## src/rtl/cmem_fill.sv

```systemverilog
// cmem_fill: refills one cache line from the 64-bit system read bus and returns it to cmem.
// Macro CMEM_FILL_BURST_EN selects a single burst request per line; when it is undefined,
// each beat is fetched with its own single-beat request.
module cmem_fill #(
  parameter int LINE_W  = 512,
  parameter int BUS_W   = 64,
  parameter int BLK_LEN = 58
) (
  input  logic               clk,
  input  logic               rst_n,
  input  logic [BLK_LEN-1:0] b_addr_c,
  input  logic               b_rd_c,
  output logic [LINE_W-1:0]  b_rdata_c,
  output logic               b_dv_c,
  output logic [63:0]        m_addr,
  output logic [7:0]         m_blen,
  output logic               m_rd,
  input  logic               m_gnt,
  input  logic [BUS_W-1:0]   m_rdata,
  input  logic               m_rvalid
);
  localparam int BEATS = LINE_W / BUS_W;
  localparam int CW    = $clog2(BEATS) + 1;
  localparam int OFF   = 64 - BLK_LEN;
  typedef enum logic [1:0] {IDLE, REQ, DATA, DONE} state_e;
  state_e          state_q;
  logic [CW-1:0]   cnt_q;
  logic [CW-1:0]   cnt_d;
  logic [63:0]     base_d;
  logic            last_beat;
  assign base_d    = {b_addr_c, {OFF{1'b0}}};
  assign cnt_d     = cnt_q + 1'b1;
  assign last_beat = cnt_q == CW'(BEATS - 1);
  // Fill sequencer: m_addr holds the line base on entry to REQ and steps one beat per re-request.
  always_ff @(posedge clk or negedge rst_n) begin
    if (!rst_n) begin
      state_q   <= IDLE;
      cnt_q     <= '0;
      b_rdata_c <= '0;
      b_dv_c    <= 1'b0;
      m_rd      <= 1'b0;
      m_addr    <= '0;
      m_blen    <= '0;
    end else begin
      case (state_q)
        IDLE: if (b_rd_c) begin
          cnt_q   <= '0;
          m_rd    <= 1'b1;
          m_addr  <= base_d;
`ifdef CMEM_FILL_BURST_EN
          m_blen  <= 8'(BEATS - 1);
`else
          m_blen  <= 8'd0;
`endif
          state_q <= REQ;
        end
        REQ: if (m_gnt) begin
          m_rd    <= 1'b0;
          state_q <= DATA;
        end
        DATA: if (m_rvalid) begin
          for (int k = 0; k < BEATS; k++)
            if (cnt_q == CW'(k)) b_rdata_c[BUS_W*k +: BUS_W] <= m_rdata;
          cnt_q <= cnt_d;
          if (last_beat) begin
            b_dv_c  <= 1'b1;
            state_q <= DONE;
          end
`ifndef CMEM_FILL_BURST_EN
          else begin
            m_rd    <= 1'b1;
            m_addr  <= m_addr + 64'(BUS_W / 8);
            state_q <= REQ;
          end
`endif
        end
        DONE: begin
          b_dv_c  <= 1'b0;
          state_q <= IDLE;
        end
        default: state_q <= IDLE;
      endcase
    end
  end
endmodule

```

## config.mk

```make
export PLATFORM = sky130hd
export DESIGN_NAME = cmem_fill
export DESIGN_NICKNAME = d
export VERILOG_FILES = /design/src/rtl/cmem_fill.sv
export SDC_FILE = /design/constraint.sdc
export NUM_CORES = 1
export LEC_CHECK = 0
export BUFFER_PORTS_ARGS = -buffer_cell sky130_fd_sc_hd__buf_4
export CAP_MARGIN = 10
export CORE_AREA = 2 2 276 278
export CTS_CLUSTER_DIAMETER = 40
export DETAILED_ROUTE_END_ITERATION = 10
export DIE_AREA = 0 0 278 280
export GPL_ROUTABILITY_DRIVEN = 0
export GPL_TIMING_DRIVEN = 1
export PLACE_DENSITY_LB_ADDON = 0.05
export SKIP_CTS_REPAIR_TIMING = 1
export SYNTH_ARGS = -nofsm -noshare
export SYNTH_HDL_FRONTEND = slang
export SYNTH_SLANG_ARGS = --single-unit
export TNS_END_PERCENT = 50
```

## constraint.sdc

```tcl
create_clock -name clk -period 2.4 [get_ports clk]
set_input_delay 0.12 -clock clk [delete_from_list [all_inputs] [get_ports clk]]
set_output_delay 0.12 -clock clk [all_outputs]
set_load 0.005 [all_outputs]
```

==> flow_summary.toml, run 1 <==
[timing]
tns_ps = 0
fmax_ghz = 0.4437
drv_slew = 0
layout_min_cycle_time_ps = 2254
fin_crit_sh = 0.9392
rsz0062_at_grt = "no"
holdWs_ps = -50.34
setup_viol = 0
finClkSkew_ps = 47.88
worstMarginPinSlew_ps = 707.3
maxSlewHeadroom = 0.5285
finalHoldViolations = 3

[synth]
synthesis.instances = 1652
ys_warn_count = 0
seq_area_frac_synth = 0.6188
ys_async_sr_fraction = 1.000
synth_area_per_cell_sq_um = 14.22
netlist_area_sq_um = 23490
dominantRegCellSynth = "dfrtp_1"
synth_edf_count = 0
ys_types = 60
synth_seq_cells = 581

[worst_setup_path]
path_delay_family = "simple AND/OR/NAND/NOR gates"
path_class = "flip-flop to flip-flop"
slowest_delay_ps = 500
worstPathMaxFanout = 6
worstPathArrival_ps = 2800
critPathSlowestCell = "or3_2"
worstPathRequired_ps = 2940
crit_buf_inv = 0
endpoint_kind = "flip-flop"
start_kind = "flip-flop"
crit_path_cell_trace = "ha_1 -> and4b_1 -> or3_2 -> or3_1 -> or4_1 -> nand4_1"

[layout]
layout_common_cells = "775 x buf_4, 581 x dfrtp_1, 514 x mux2_2"
stdcell_count = 3666
drive_above_1_share = 0.5733
postLayoutCoreUtil = 0.4780
diodes = 0
final_common_cell = "buf_4"
area_delta_synth_final_pct = 52.97
fin_nets = 2730

[cts]
clk_path_buf_depth = 3
cts_tree = "done"
clockRootBuffer = "clkbuf_16"
worst_skew_pair.late_latency_ps = 660
cts_sinks = 581
h-tree-depth = 3
cts-buffers-inserted = 108
clk_pin_slew_ps = 50

[placement]
numPortBuffers = 701
dpl.hpwl_mm = 61.34
place_inst = 3344

[power_and_ir_drop]
switching_power_mw = 11.57
p_int_mw = 27.58
power_density_nw_per_um2 = 1089
p_sw_frac = 0.2955
pwr-share-seq = 0.341
worst_ir_drop_vdd_uv = 599.4
clockPowerShare = 0.413
combinationalPowerShare = 0.246
p_leak_nw = 18.23

[global_route]
grt_pass1_vias = 18110
antenna_found_initial = 1
grt_util_all_layers = 0.2191
grt_first_pass_wirelength_mm = 126.5
grt.overflow.total = 0
grt_max_degree = 98

[drt]
viasPerCell = 4.891
drtAntennaViolNets = 0
wl_per_cell_um = 24.05
vias = 17930
routed_wl_mm = 88.18
first_iter_violations = 827
dr.pass1.iters = 5
drcViolationCount = 0

[die]
initial_core_util = 0.3125
rows = 101
core_area_sq_um = 75190
io-pin-count = 713
die_w_um = 278
dieArea_sq_um = 77840
die_height_um = 280

[outcome]
outcome = "complete, but fails checks"
violations = "negative hold slack"

[run]
maxCapViolations = 0

[hold_path]
hold_class = "input port to flip-flop"
-- state kept, by name (all words and copies together), names as in the netlist --
signal	cells
b_dv_c	1
b_rdata_c	512
cnt_q	4
m_rd	1
state_q	2
m_addr	61
-- metal layers --
metal | global-route usage | wire, um | vias to the layer above
met2 | 0.3755 | 44410 | 578
met4 | 0.08981 | 3228 | 2
met5 | 0 | 13 | -
met3 | 0.07178 | 6695 | 156
li1 | - | - | 7963
met1 | 0.2520 | 33830 | 9231
-- final cells by class --
type	count	area, sq um
Inverter	9	33.78
Multi-Input combinational cell	969	8562
Clock inverter	73	1001
Sequential cell	581	14540
Clock buffer	127	2914
Fill cell	6777	39250
Timing Repair Buffer	929	7666
Tap cell	978	1224
-- power groups by stage --
stage	logic [mW]	registers, mW	clock network, mW
3_5_place_dp	9.56	13.5	0
5_1_grt	10.4	13.6	17.0
4_1_cts	9.59	13.3	16.5
3_3_place_gp	9.49	13.4	0
2_1_floorplan	3.67	13.4	0
6_report	9.63	13.4	16.2
-- worst register-to-register path: cells and delay by family (launching register included) --
family | cells | cell delay [ps]
and+or+nand+nor | 5 | 1530
DFF | 1 | 420
adders and majority gates | 1 | 230
-- synth_stat cells (all sizes together) (7+ instances only) --
cell | n | area share
buf | 43 | 0.010
nor3 | 18 | 0.0038
nor4 | 18 | 0.0057
and3 | 15 | 0.0040
nand3 | 34 | 0.0077
mux2 | 514 | 0.25
dfrtp | 581 | 0.62
o211ai | 7 | 0.0022
nand2 | 58 | 0.0093
inv | 9 | 0.0014
o22ai | 15 | 0.0040
a21oi | 49 | 0.010
a31oi | 9 | 0.0024
a2bb2oi | 14 | 0.0052
nor2 | 40 | 0.0064
clkbuf | 60 | 0.0096
or4 | 10 | 0.0032
o21ai | 36 | 0.0077
or3 | 14 | 0.0037
nand4 | 36 | 0.011
-- kinds of logic (layout without fill, tap and decap cells) --
| logic type | Yosys count | after routing | share of synthesized area |
|---|---|---|---|
| AOI/OAI and AO/OA | 169 | 169 | 0.04617 |
| adders and majority gates | 5 | 5 | 0.002663 |
| buffers and inverters | 112 | 1138 | 0.02136 |
| DFF | 581 | 581 | 0.6188 |
| muxes | 516 | 516 | 0.2472 |
| other | 1 | 11 | 0.0001596 |
| and+or+nand+nor | 268 | 268 | 0.06359 |
-- worst paths after layout --
| check | depth (start not counted) | start | endpoint | slack (ps) |
|---|---|---|---|---|
| max | 6 | cnt_q[0]$_DFFE_PN0P_ | m_addr[59]$_DFFE_PN0P_ | 150 |
| min | 4 | b_addr_c[44] | m_addr[50]$_DFFE_PN0P_ | -50 |
| max reg2reg | 6 | cnt_q[0]$_DFFE_PN0P_ | m_addr[59]$_DFFE_PN0P_ | 150 |
| min reg2reg | 1 | b_rdata_c[3]$_DFFE_PN0P_ | b_rdata_c[3]$_DFFE_PN0P_ | 500 |
| max in group asynchronous | 3 | rst_n | b_rdata_c[76]$_DFFE_PN0P_ | 1430 |
| min in group asynchronous | 2 | rst_n | m_addr[35]$_DFFE_PN0P_ | 50 |
-- per-stage QoR --
step | power [mW] | hold WS (ps) | setup slack [ps] | cell area (sq um)
2_1_floorplan | 17.02 | -175.6 | 186.5 | 23530
3_3_place_gp | 22.88 | 161.8 | 139.0 | 30800
3_5_place_dp | 23.03 | 162.2 | 138.6 | 30800
4_1_cts | 39.45 | -568.8 | 149.3 | 34710
5_1_grt | 40.98 | 11.16 | 27.25 | 35940
6_report | 39.15 | -50.34 | 146.0 | 35940
No activity file was read; power rests on OpenSTA's default activity.
==> run 2: changes to the inputs <==
Settings changed: BUFFER_PORTS_ARGS -buffer_cell sky130_fd_sc_hd__buf_4 to not set, DONT_BUFFER_PORTS set to 1.
==> run 2 against run 1 <==
The run ends with negative hold slack, max-slew violations, negative setup slack left; final cell count is 19% lower; hold slack worse by 780 ps; flip-flop and latch count stayed put; total power is 7.3% lower; sequential power is 5% higher; clock skew is 27 ps lower; critical endpoint is now b_rdata_c[322]$_DFFE_PN0P_; highest routed layer unchanged.
==> flow_summary.toml, run 2 (synthesis results as in run 1) <==
[worst_setup_path]
worstPathRequired_ps = 2130
path_class = "input port to async pin"
worstPathArrival_ps = 2250
endpoint_kind = "async pin"
worstPathMaxFanout = 581
start_kind = "input port"

[layout]
final_common_cell = "dfrtp_1"
reg_top3 = "b_rdata_c: 512 flops, m_addr: 61 flops, cnt_q: 4 flops"
fin_nets = 2028
postLayoutCoreUtil = 0.4067
drive_above_1_share = 0.4197
regMostFlops = "b_rdata_c"
fillCellCount = 7015
largest_reg_flops = 512
area_delta_synth_final_pct = 30.17
layout_common_cells = "580 x dfrtp_1, 514 x mux2_2, 126 x dlygate4sd3_1"
final-seq-area_sq_um = 14540
stdcell_count = 2974
multi_input_area_sq_um = 8569

[drt]
wl_per_cell_um = 27.78
drcViolationCount = 0
dr.pass1.iters = 5
viasPerCell = 5.164
routed_wl_mm = 82.63
vias = 15360
drtAntennaViolNets = 0
first_iter_violations = 816

[placement]
numPortBuffers = 0
dpl.hpwl_mm = 55.26
place_inst = 2635

[global_route]
grt_util_all_layers = 0.2052
grt_max_degree = 582
grt_pass1_vias = 15380
antenna_found_initial = 8
grt.overflow.total = 0
grt_first_pass_wirelength_mm = 117.1

[cts]
clk_path_buf_depth = 3
h-tree-depth = 3
cts-buffers-inserted = 111
worst_skew_pair.late_latency_ps = 670
clk_pin_slew_ps = 50
cts_sinks = 581
clockRootBuffer = "clkbuf_16"
cts_tree = "done"

[timing]
maxSlewHeadroom = -1.839
layout_setup_ws_ps = -117.8
holdWs_ps = -831.0
fin_crit_sh = 1.049
drv_slew = 508
finClkSkew_ps = 21.15
setup_viol = 87
tns_ps = -5280
finalHoldViolations = 350
fmax_ghz = 0.3972
layout_min_cycle_time_ps = 2518
worstMarginPinSlew_ps = 4258
rsz0062_at_grt = "no"

[die]
rows = 101
io-pin-count = 713
die_height_um = 280
initial_core_util = 0.3125
core_area_sq_um = 75190
die_w_um = 278
dieArea_sq_um = 77840

[power_and_ir_drop]
p_leak_nw = 14.57
power_mw = 36.29
worst_ir_drop_vdd_uv = 567.1
power_density_nw_per_um2 = 1187

[hold_path]
hold_class = "input port to async pin"

[outcome]
outcome = "complete, but fails checks"
violations = "negative hold slack, max-slew violations, negative setup slack"

[run]
maxCapViolations = 0
==> run 2: changes by cell type in the layout (fill, tap and decap cells not counted), moves of 4 or more <==
cell,change
diode_2,+4
clkinv_4,+5
buf_12,-10
clkbuf_1,+8
buf_4,-697
dlygate4sd3_1,+4
==> run 2: area by class of cell <==
cell class,instances,area share
repair buffers,224,0.07348
clock inverters,69,0.02978
multi-input cells,969,0.2802
inverters,9,0.001105
well taps,978,0.04001
diodes,4,0.0003273
flip-flops and latches,581,0.4755
clock buffers,140,0.09962
==> run 2: worst paths after layout <==
| check | slack (ps) | from | cells past startpoint | to |
|---|---|---|---|---|
| setup / recovery | -120 | rst_n | 0 | b_rdata_c[322]$_DFFE_PN0P_ |
| min in group clk | -80 | m_gnt | 4 | m_rd$_DFFE_PN0P_ |
| setup reg to reg | 160 | m_addr[10]$_DFFE_PN0P_ | 6 | m_addr[59]$_DFFE_PN0P_ |
| max in group clk | 160 | m_addr[10]$_DFFE_PN0P_ | 6 | m_addr[59]$_DFFE_PN0P_ |
| hold / removal | -830 | rst_n | 0 | m_addr[40]$_DFFE_PN0P_ |
| hold reg to reg | 530 | b_rdata_c[385]$_DFFE_PN0P_ | 1 | b_rdata_c[385]$_DFFE_PN0P_ |
==> run 2: report_power, final <==
| group | switching (mW) | internal, mW |
|---|---|---|
| Clock | 5.50 | 10.7 |
| Combinational | 3.02 | 2.88 |
| Sequential | 2.33 | 11.8 |
| Total | 10.8 | 25.4 |
==> run 2: layer usage <==
metal  GRT usage  part of all wire  vias to the layer above
met5           0           0.00017                        -
met2      0.3585              0.51                      554
met1      0.2245              0.37                     8091
met4     0.06778             0.025                        2
li1            -                 -                     6587
met3     0.08627             0.092                      124
==> run 2: per-stage QoR <==
stage,area (sq um),setup slack [ps]
after global routing,30580,5.572
after global placement,25350,185.5
after detailed placement,25350,172.1
after floorplan,23530,186.5
after CTS,29310,122.6
final,30580,-117.8
